===== src/rtl/glb_pkg.sv =====
// Shared GLB definitions: default widths, read-agent FSM states and monitor field offsets.
package glb_pkg;
  localparam int GLB_SRAM_WIDTH     = 256;
  localparam int GLB_ADDR_WIDTH     = 16;
  localparam int MON_FIELD_W        = 32;
  localparam int MON_ADDR_STALL_LSB = 0;
  localparam int MON_OUT_STALL_LSB  = 32;

  typedef enum logic [1:0] {IDLE, REQ, DRAIN, DONE} glb_rd_agent_state_t;
endpackage


===== src/rtl/glb_rd_fifo.sv =====
// Synchronous show-ahead FIFO with occupancy count; head word is always on dout.
module glb_rd_fifo #(
  parameter int WIDTH = 256,
  parameter int DEPTH = 4,
  localparam int AW   = $clog2(DEPTH)
) (
  input  logic             clk,
  input  logic             rst,
  input  logic             push,
  input  logic [WIDTH-1:0] din,
  input  logic             pop,
  output logic [WIDTH-1:0] dout,
  output logic             full,
  output logic             empty,
  output logic [AW:0]      count
);
  logic [WIDTH-1:0] mem [DEPTH];
  logic [AW-1:0]    wr_ptr, rd_ptr;
  logic             push_ok, pop_ok;

  assign empty   = (count == '0);
  assign full    = (count == (AW+1)'(DEPTH));
  assign pop_ok  = pop && !empty;
  // a full FIFO still takes a word in the same cycle its head leaves
  assign push_ok = push && (!full || pop_ok);
  assign dout    = mem[rd_ptr];

  always_ff @(posedge clk or posedge rst) begin
    if (rst) begin
      wr_ptr <= '0;
      rd_ptr <= '0;
      count  <= '0;
      for (int i = 0; i < DEPTH; i++) mem[i] <= '0;
    end else begin
      if (push_ok) begin
        mem[wr_ptr] <= din;
        wr_ptr      <= wr_ptr + AW'(1);
      end
      if (pop_ok) rd_ptr <= rd_ptr + AW'(1);
      count <= count + (AW+1)'(push_ok) - (AW+1)'(pop_ok);
    end
  end
endmodule


===== src/rtl/glb_rd_agent.sv =====
// GLB read-port initiator: strided block read with credit-reserved return buffer.
// Optional stall monitor counters on MonDat when GLB_RD_AGENT_MON_EN is defined.
module glb_rd_agent
  import glb_pkg::*;
#(
  parameter int SRAM_WIDTH = GLB_SRAM_WIDTH,
  parameter int ADDR_WIDTH = GLB_ADDR_WIDTH,
  parameter int NUM_WIDTH  = 16,
  parameter int FIFO_DEPTH = 4
) (
  input  logic                  clk,
  input  logic                  rst,
  input  logic                  CfgVld,
  output logic                  CfgRdy,
  input  logic [ADDR_WIDTH-1:0] CfgBaseAddr,
  input  logic [ADDR_WIDTH-1:0] CfgStride,
  input  logic [NUM_WIDTH-1:0]  CfgNum,
  output logic [ADDR_WIDTH-1:0] RdAddr,
  output logic                  RdAddrVld,
  input  logic                  RdAddrRdy,
  input  logic [SRAM_WIDTH-1:0] RdDat,
  input  logic                  RdDatVld,
  output logic                  RdDatRdy,
  output logic [SRAM_WIDTH-1:0] OutDat,
  output logic                  OutDatVld,
  input  logic                  OutDatRdy,
  output logic                  OutLast,
  output logic                  Busy,
  output logic                  Done,
  output logic [63:0]           MonDat
);
  localparam int CW = $clog2(FIFO_DEPTH) + 1;
  localparam int SW = CW + 1;

  glb_rd_agent_state_t state, nxt_state;
  logic [ADDR_WIDTH-1:0] stride_q;
  logic [NUM_WIDTH-1:0]  num_q, req_cnt, out_cnt;
  logic [CW-1:0]         outstanding, fifo_count;
  logic [SW-1:0]         credit_nxt;
  logic cfg_hs, addr_hs, dat_hs, out_hs, fifo_full, fifo_empty;
  logic last_req, last_out, req_left;

  assign cfg_hs    = CfgVld && CfgRdy;
  assign addr_hs   = RdAddrVld && RdAddrRdy;
  assign dat_hs    = RdDatVld && RdDatRdy;
  assign out_hs    = OutDatVld && OutDatRdy;
  assign RdDatRdy  = !fifo_full;
  assign OutDatVld = !fifo_empty;
  assign last_req  = (req_cnt == num_q - NUM_WIDTH'(1));
  assign last_out  = (out_cnt == num_q - NUM_WIDTH'(1));
  assign OutLast   = OutDatVld && last_out;
  assign req_left  = !(addr_hs && last_req);
  // reserved slots next cycle; the returning word moves from outstanding into the FIFO
  assign credit_nxt = SW'(outstanding) + SW'(fifo_count) + SW'(addr_hs) - SW'(out_hs);

  always_ff @(posedge clk or posedge rst) begin
    if (rst) state <= IDLE;
    else     state <= nxt_state;
  end

  always_comb begin
    nxt_state = state;
    unique case (state)
      IDLE:  if (CfgVld) nxt_state = (CfgNum == '0) ? DONE : REQ;
      REQ:   if (addr_hs && last_req) nxt_state = DRAIN;
      DRAIN: if (out_hs && last_out) nxt_state = DONE;
      DONE:  nxt_state = IDLE;
      default: nxt_state = IDLE;
    endcase
  end

  always_comb begin
    CfgRdy = (state == IDLE);
    Busy   = (state != IDLE);
    Done   = (state == DONE);
  end

  always_ff @(posedge clk or posedge rst) begin
    if (rst) begin
      stride_q    <= '0;
      num_q       <= '0;
      req_cnt     <= '0;
      out_cnt     <= '0;
      RdAddr      <= '0;
      RdAddrVld   <= 1'b0;
      outstanding <= '0;
    end else begin
      if (cfg_hs) begin
        stride_q  <= CfgStride;
        num_q     <= CfgNum;
        req_cnt   <= '0;
        out_cnt   <= '0;
        RdAddr    <= CfgBaseAddr;
        RdAddrVld <= (CfgNum != '0);
      end else begin
        if (addr_hs) begin
          req_cnt <= req_cnt + NUM_WIDTH'(1);
          RdAddr  <= RdAddr + stride_q;
        end
        if (out_hs) out_cnt <= out_cnt + NUM_WIDTH'(1);
        RdAddrVld <= (state == REQ) && req_left && (credit_nxt < SW'(FIFO_DEPTH));
      end
      outstanding <= outstanding + CW'(addr_hs) - CW'(dat_hs);
    end
  end

  glb_rd_fifo #(.WIDTH(SRAM_WIDTH), .DEPTH(FIFO_DEPTH)) u_fifo (
    .clk(clk), .rst(rst),
    .push(RdDatVld), .din(RdDat),
    .pop(OutDatRdy), .dout(OutDat),
    .full(fifo_full), .empty(fifo_empty), .count(fifo_count)
  );

  assert property (@(posedge clk) disable iff (rst) !(RdDatVld && !RdDatRdy));

`ifdef GLB_RD_AGENT_MON_EN
  logic [MON_FIELD_W-1:0] addr_stall, out_stall;

  always_ff @(posedge clk or posedge rst) begin
    if (rst) begin
      addr_stall <= '0;
      out_stall  <= '0;
    end else if (cfg_hs) begin
      addr_stall <= '0;
      out_stall  <= '0;
    end else begin
      if (RdAddrVld && !RdAddrRdy && (addr_stall != '1)) addr_stall <= addr_stall + MON_FIELD_W'(1);
      if (OutDatVld && !OutDatRdy && (out_stall != '1))  out_stall  <= out_stall + MON_FIELD_W'(1);
    end
  end

  always_comb begin
    MonDat = '0;
    MonDat[MON_ADDR_STALL_LSB +: MON_FIELD_W] = addr_stall;
    MonDat[MON_OUT_STALL_LSB +: MON_FIELD_W]  = out_stall;
  end
`else
  assign MonDat = '0;
`endif
endmodule


===== config.mk =====
export PLATFORM = sky130hd
export DESIGN_NAME = glb_rd_agent
export DESIGN_NICKNAME = d
export VERILOG_FILES = /design/src/rtl/glb_pkg.sv /design/src/rtl/glb_rd_fifo.sv /design/src/rtl/glb_rd_agent.sv
export SDC_FILE = /design/constraint.sdc
export NUM_CORES = 2
export LEC_CHECK = 0
export BUFFER_PORTS_ARGS = -buffer_cell sky130_fd_sc_hd__buf_4
export CAP_MARGIN = 20
export CORE_MARGIN = 1.5
export CORE_UTILIZATION = 50
export DETAILED_ROUTE_END_ITERATION = 12
export GPL_TIMING_DRIVEN = 0
export PLACE_DENSITY = 0.75
export SLEW_MARGIN = 10
export SYNTH_ARGS = -nofsm -noshare
export SYNTH_HDL_FRONTEND = slang
export SYNTH_HIERARCHICAL = 1
export SYNTH_SLANG_ARGS = --single-unit

===== constraint.sdc =====
create_clock -name clk -period 28.6 [get_ports clk]
set_input_delay 0 -clock clk [delete_from_list [all_inputs] [get_ports clk]]
set_output_delay 0 -clock clk [all_outputs]
set_load 0.05 [all_outputs]

# After elaboration in Yosys (flattened, before gate mapping)
# Index checks and enable logic that the tools add are counted.
dict set report classes {
  n_div 0
  bitwise 2
  magnitude_cmp 4
  reduce_logical 23
  n_addsub 13
  mul 0
  shifts 0
  n_mux 18
  n_eq_ne 9
}
# cell count
set ops {}
lappend ops {{1024-bit bitwise mux} 1}
lappend ops {{256-bit two-way mux} 3}
lappend ops {{256-bit binary-select mux with 2-bit select} 1}
lappend ops {{256-bit demux with 2-bit select} 1}
lappend ops {{16-bit two-way mux} 6}
lappend ops {{16-bit by 1-bit adder with 16-bit output, second input constant} 2}
lappend ops {{16-bit == test} 2}
lappend ops {{16-bit adder} 1}
lappend ops {{16-bit zero test} 1}
lappend ops {{16-bit nonzero test} 1}
lappend ops {{16-bit by 1-bit subtractor with 16-bit output, second input constant} 1}
lappend ops {{1-bit logical AND} 11}
lappend ops {{2-bit two-way mux} 4}
lappend ops {{2-bit one-hot mux with 4 select lines} 1}
lappend ops {{3-bit by 1-bit adder with 3-bit output} 2}
lappend ops {{3-bit greater-or-equal comparator, second input constant} 2}
lappend ops {{2-bit inequality test, second input constant} 3}
lappend ops {{2-bit NOT with 3-bit output} 2}
lappend ops {{2-bit nonzero test} 3}
lappend ops {{3-bit by 1-bit subtractor with 3-bit output} 2}
lappend ops {{2-bit by 1-bit adder with 2-bit output, second input constant} 2}
lappend ops {{3-bit by 3-bit adder with 4-bit output} 1}
lappend ops {{4-bit by 1-bit adder with 4-bit output} 1}
lappend ops {{2-bit == test, second input constant} 2}
lappend ops {{other kinds (11)} 13}
dict set report word_totals {
  output_inout_bits 343
  register_bits 1117
  input_bits 310
  latch_bits 0
  mem_bits_ro 0
  mem_bits_rw 0
  memories 0
}

# Logic depth before layout (Yosys ltp)
dict set report logic_depth {
  ltp_word 7
  depth_mapped 12
  mapped_depth_nobuf 11
}

# Hierarchy
# Netlist, hierarchy kept.
# module cells_each area_per_inst_um2 seq_area_each_um2 instances
set modules_own_cells {}
lappend modules_own_cells {glb_rd_fifo 2513 44726.6 25799.7 1}
lappend modules_own_cells {glb_rd_agent 737 6147.1 2152.1 1}

# Worst setup path before layout
# No wires, ideal clock.
dict set report synth_timing {
  kind {register to output}
  from {register num_q[0]}
  to {output port OutLast}
  path_stages_with_launch 11
  arrival_time_ps 3240
  path_slack_ps 25360
  path_cell_list {dfrtp_1 -> inv_1 -> ha_1 -> clkbuf_1 -> nor2b_1 -> nand4_1 -> xnor2_1 -> o221ai_2 -> or4_4 -> or4_1 -> nor2_1}
}
dict set report synth_via {
  elab_chain_cells 3
}
# element line_no
set synth_rtl {}
lappend synth_rtl {{start: declaration} glb_rd_agent.sv:37} ;# logic [NUM_WIDTH-1:0] num_q, req_cnt, out_cnt;
lappend synth_rtl {{start signal: assignment} glb_rd_agent.sv:90} ;# num_q <= CfgNum;
lappend synth_rtl {{16-bit by 1-bit subtractor with 16-bit output} glb_rd_agent.sv:50} ;# assign last_out = (out_cnt == num_q - NUM_WIDTH'(1));
lappend synth_rtl {{16-bit == test} glb_rd_agent.sv:50}
lappend synth_rtl {{1-bit logical AND} glb_rd_agent.sv:51} ;# assign OutLast = OutDatVld && last_out;
lappend synth_rtl {{end: declaration} glb_rd_agent.sv:27} ;# output logic OutLast,
# Every way passes these cells.

# Worst setup path after layout
dict set report layout_timing {
  from {register RdAddr[1]}
  to {register RdAddr[15]}
}
dict set report layout_via {
  elab_chain_cells 3
}
# element line_no
set layout_rtl {}
lappend layout_rtl {{start: declaration} glb_rd_agent.sv:18} ;# output logic [ADDR_WIDTH-1:0] RdAddr,
lappend layout_rtl {{start signal: assignment} glb_rd_agent.sv:93} ;# RdAddr <= CfgBaseAddr;
lappend layout_rtl {{start signal: assignment} glb_rd_agent.sv:98} ;# RdAddr <= RdAddr + stride_q;
lappend layout_rtl {{16-bit adder} glb_rd_agent.sv:98}
lappend layout_rtl {{16-bit two-way mux} glb_rd_agent.sv:96} ;# if (addr_hs) begin
lappend layout_rtl {{16-bit two-way mux} glb_rd_agent.sv:88} ;# if (cfg_hs) begin
# Every way passes these cells. The select of a mux whose other input is x is not followed.
# A chain may end at the register's enable or synchronous reset.

==> flow_summary.json <==
{
  "status": "completed",
  "antenna_found_initial": 25,
  "number_of_enable_type_register_cells_in_the_synthesized_netlist": 0,
  "wl_per_cell_um": 22.2,
  "cts_root_buffer": "sky130_fd_sc_hd__clkbuf_16",
  "die_area_sq_um": 104000,
  "drtPass1Iterations": 5,
  "drt_drc_violations_left": 0,
  "design.final.nets": 4742,
  "io_buffers": 588,
  "std_cell_rows": 116,
  "floorplan.core_area_sq_um": 100000,
  "final_cell_area_sq_um": 65500,
  "placed_cell_area_sq_um": 58000,
  "synth_cell_type_count": 63,
  "grt_max_degree": 45,
  "synth_area_leaders": "sky130_fd_sc_hd__dfrtp_1 (55%), sky130_fd_sc_hd__mux2_2 (23%), sky130_fd_sc_hd__mux4_2 (11%), sky130_fd_sc_hd__buf_6 (1.8%), sky130_fd_sc_hd__buf_4 (1.3%)",
  "final_min_period_over_clock_period": 0.152,
  "ant_nets": 0,
  "ys_async_sr_fraction": 1.00,
  "dr.first_iter.drc_count": 1626,
  "first_global_vias": 34600,
  "vias_per_inst": 5.41,
  "timing.final.hold_violations": 0,
  "vias": 31700,
  "worst-endpoint-arrival_ns": 4.96,
  "path_class": "register to register",
  "ys.flop_type": "sky130_fd_sc_hd__dfrtp_1",
  "path_type_of_the_worst_min_delay_path": "primary input to register",
  "grt_first_pass_wirelength_um": 202000,
  "finalWirelength_um": 130000,
  "post_synth_instance_area_sq_um": 50900,
  "worst_slew_pin_slew_ns": 1.03,
  "synth_warnings": 6,
  "most_area_hungry_cell_type_in_the_yosys_netlist": "sky130_fd_sc_hd__dfrtp_1",
  "endpoint_kind": "register",
  "post-dp-hpwl_um": 89600,
  "timing.final.setup_violations": 0,
  "clk-insertion-delay-late_ns": 0.71,
  "path_max_fanout": 4,
  "syn_inst": 3250,
  "max_slew_violations": 0,
  "ys_seq_elements": 1117,
  "maxSlewHeadroom": 0.313,
  "worstPathRequired_ns": 29.23,
  "critical_path.startpoint_type": "register",
  "timing.setup.tns_ns": 0,
  "cts-htree-levels": 3,
  "gpl.final_weighted_congestion": 0.864,
  "tritoncts.num_buffers": 116,
  "period_needed_ns": 4.33,
  "groute.usage.overall": 0.252,
  "tritoncts_num_sinks": 1117,
  "die_w_um": 322,
  "max_frequency_ghz": 0.231,
  "clk_pin_slew_ns": 0.06,
  "finalWorstSetupSlack_ns": 24.27,
  "grt_setup_unrepaired": "no",
  "highest_count_cells_in_the_layout_ignoring_fill_and_taps": "sky130_fd_sc_hd__dfrtp_1 (1117), sky130_fd_sc_hd__mux2_2 (1025), sky130_fd_sc_hd__buf_4 (676)",
  "netlist.area_leader.share": 0.549,
  "syn-mean-instance-area_sq_um": 15.7,
  "area_delta_synth_final_pct": 28.7,
  "die_h_um": 322,
  "initial_core_util": 0.507,
  "cts_max_path_buffers": 3,
  "place_ws_ns": 25.20,
  "num_io_pins": 653,
  "cts_tree": "done",
  "worst_clock_skew_ns": 0.0220,
  "leftover_overflow_at_the_end_of_global_routing": 0,
  "ys_seq_area_frac": 0.549,
  "leading_cell_type_in_the_layout_fill_and_taps_excluded": "sky130_fd_sc_hd__dfrtp_1",
  "final_layout_size_suffix_gt1_frac": 0.516,
  "cap_violations": 0
}
==> repair_timing <==
item / in CTS / in global routing
hold buffers: 339 / 0
setup buffers: 0 / 0
hold endpoints to repair: 1397 / 0
resized for setup: 0 / 0
==> cells in the mapped netlist (4+ instances only) <==
library cell and count:
sky130_fd_sc_hd__nand2b_1 6, sky130_fd_sc_hd__buf_6 81, sky130_fd_sc_hd__clkbuf_1 40, sky130_fd_sc_hd__buf_2 40, sky130_fd_sc_hd__inv_1 36, sky130_fd_sc_hd__nor3_1 14
sky130_fd_sc_hd__buf_1 21, sky130_fd_sc_hd__xor2_1 49, sky130_fd_sc_hd__and3_1 6, sky130_fd_sc_hd__nand3_1 25, sky130_fd_sc_hd__nor4_1 8, sky130_fd_sc_hd__nor2b_1 7
sky130_fd_sc_hd__ha_1 35, sky130_fd_sc_hd__a21oi_1 22, sky130_fd_sc_hd__o21ai_0 29, sky130_fd_sc_hd__mux4_2 256, sky130_fd_sc_hd__a31oi_1 8, sky130_fd_sc_hd__mux2_2 1025
sky130_fd_sc_hd__buf_4 88, sky130_fd_sc_hd__or3_1 6, sky130_fd_sc_hd__mux2i_1 9, sky130_fd_sc_hd__nor2_1 71, sky130_fd_sc_hd__o31ai_1 5, sky130_fd_sc_hd__nand4_1 12
sky130_fd_sc_hd__xnor2_1 38, sky130_fd_sc_hd__and4_1 4, sky130_fd_sc_hd__nand3b_1 5, sky130_fd_sc_hd__nand2_1 136, sky130_fd_sc_hd__dfrtp_1 1117
==> layout make-up <==
class	instances	area [sq um]
fill	7133	35000
sequential	1117	28000
multi-input combinational	1890	21000
timing repair buffer	963	8540
clock buffer	175	3470
buffer	270	2000
tap	1357	1700
clock inverter	39	586
inverter	36	141
antenna	20	50.0
==> flip-flops by register name (all words and copies together) (netlist names) <==
name and cells:
u_fifo/count 3, u_fifo/rd_ptr 2, RdAddr 16, RdAddrVld 1
outstanding 3, state 2, req_cnt 16, out_cnt 16
u_fifo/mem 1024, stride_q 16, num_q 16, u_fifo/wr_ptr 2
==> worst paths after layout <==
| check | start | to | slack, ns | cells past startpoint |
|---|---|---|---|---|
| worst max register to register | RdAddr[1] | RdAddr[15] | 24.27 | 10 |
| min in group asynchronous | rst | u_fifo/mem[1006] | 0.49 | 4 |
| worst min register to register | stride_q[4] | stride_q[4] | 0.48 | 2 |
| worst max-delay path | RdAddr[1] | RdAddr[15] | 24.27 | 10 |
| worst min-delay path | CfgBaseAddr[1] | RdAddr[1] | 0.06 | 4 |
| max in group asynchronous | rst | u_fifo/mem[631] | 25.25 | 15 |
==> worst max-delay path: stages, from the launching register on <==
cell and delay, ns:
sky130_fd_sc_hd__dfrtp_1 0.41, sky130_fd_sc_hd__ha_1 0.32, sky130_fd_sc_hd__a211oi_1 0.43, sky130_fd_sc_hd__o21ai_0 0.31, sky130_fd_sc_hd__a2111oi_0 0.86, sky130_fd_sc_hd__nor3_1 0.18
sky130_fd_sc_hd__o31ai_1 0.38, sky130_fd_sc_hd__xor2_1 0.16, sky130_fd_sc_hd__or3_1 0.39, sky130_fd_sc_hd__a31oi_1 0.23, sky130_fd_sc_hd__dlygate4sd3_1 0.59
==> metal layers <==
metal | track usage | up-vias | part of all wire
li1 | - | 14100 | -
met1 | 0.319 | 16600 | 0.41
met2 | 0.420 | 803 | 0.50
met3 | 0.0682 | 257 | 0.064
met4 | 0.0843 | 12 | 0.033
met5 | 0 | - | 0.00045
==> stage by stage <==
step	hold slack [ns]	instances	util
floorplan	0.105	3313	-
global placement	0.196	5258	0.570
detailed placement	-0.0123	5294	0.577
CTS	0.00111	5847	0.651
global route	0.0373	5863	0.652
finish	0.0587	5867	0.652
==> kinds of logic (layout without fill, tap and decap cells) <==
group / count (synthesis) / after routing / share of synthesized area
other: 1 / 84 / 0.0000737
adder cells (fa/ha/maj): 39 / 39 / 0.00999
multiplexers: 1290 / 1290 / 0.342
buffers and inverters: 306 / 1483 / 0.0420
XOR/XNOR: 87 / 87 / 0.0150
AO/OA/AOI/OAI: 93 / 93 / 0.0119
AND/OR/NAND/NOR: 317 / 317 / 0.0297
flip-flops: 1117 / 1117 / 0.549
Power is not shown: default switching activity piles up to over one toggle a cycle in this logic, so the estimate is an artifact.
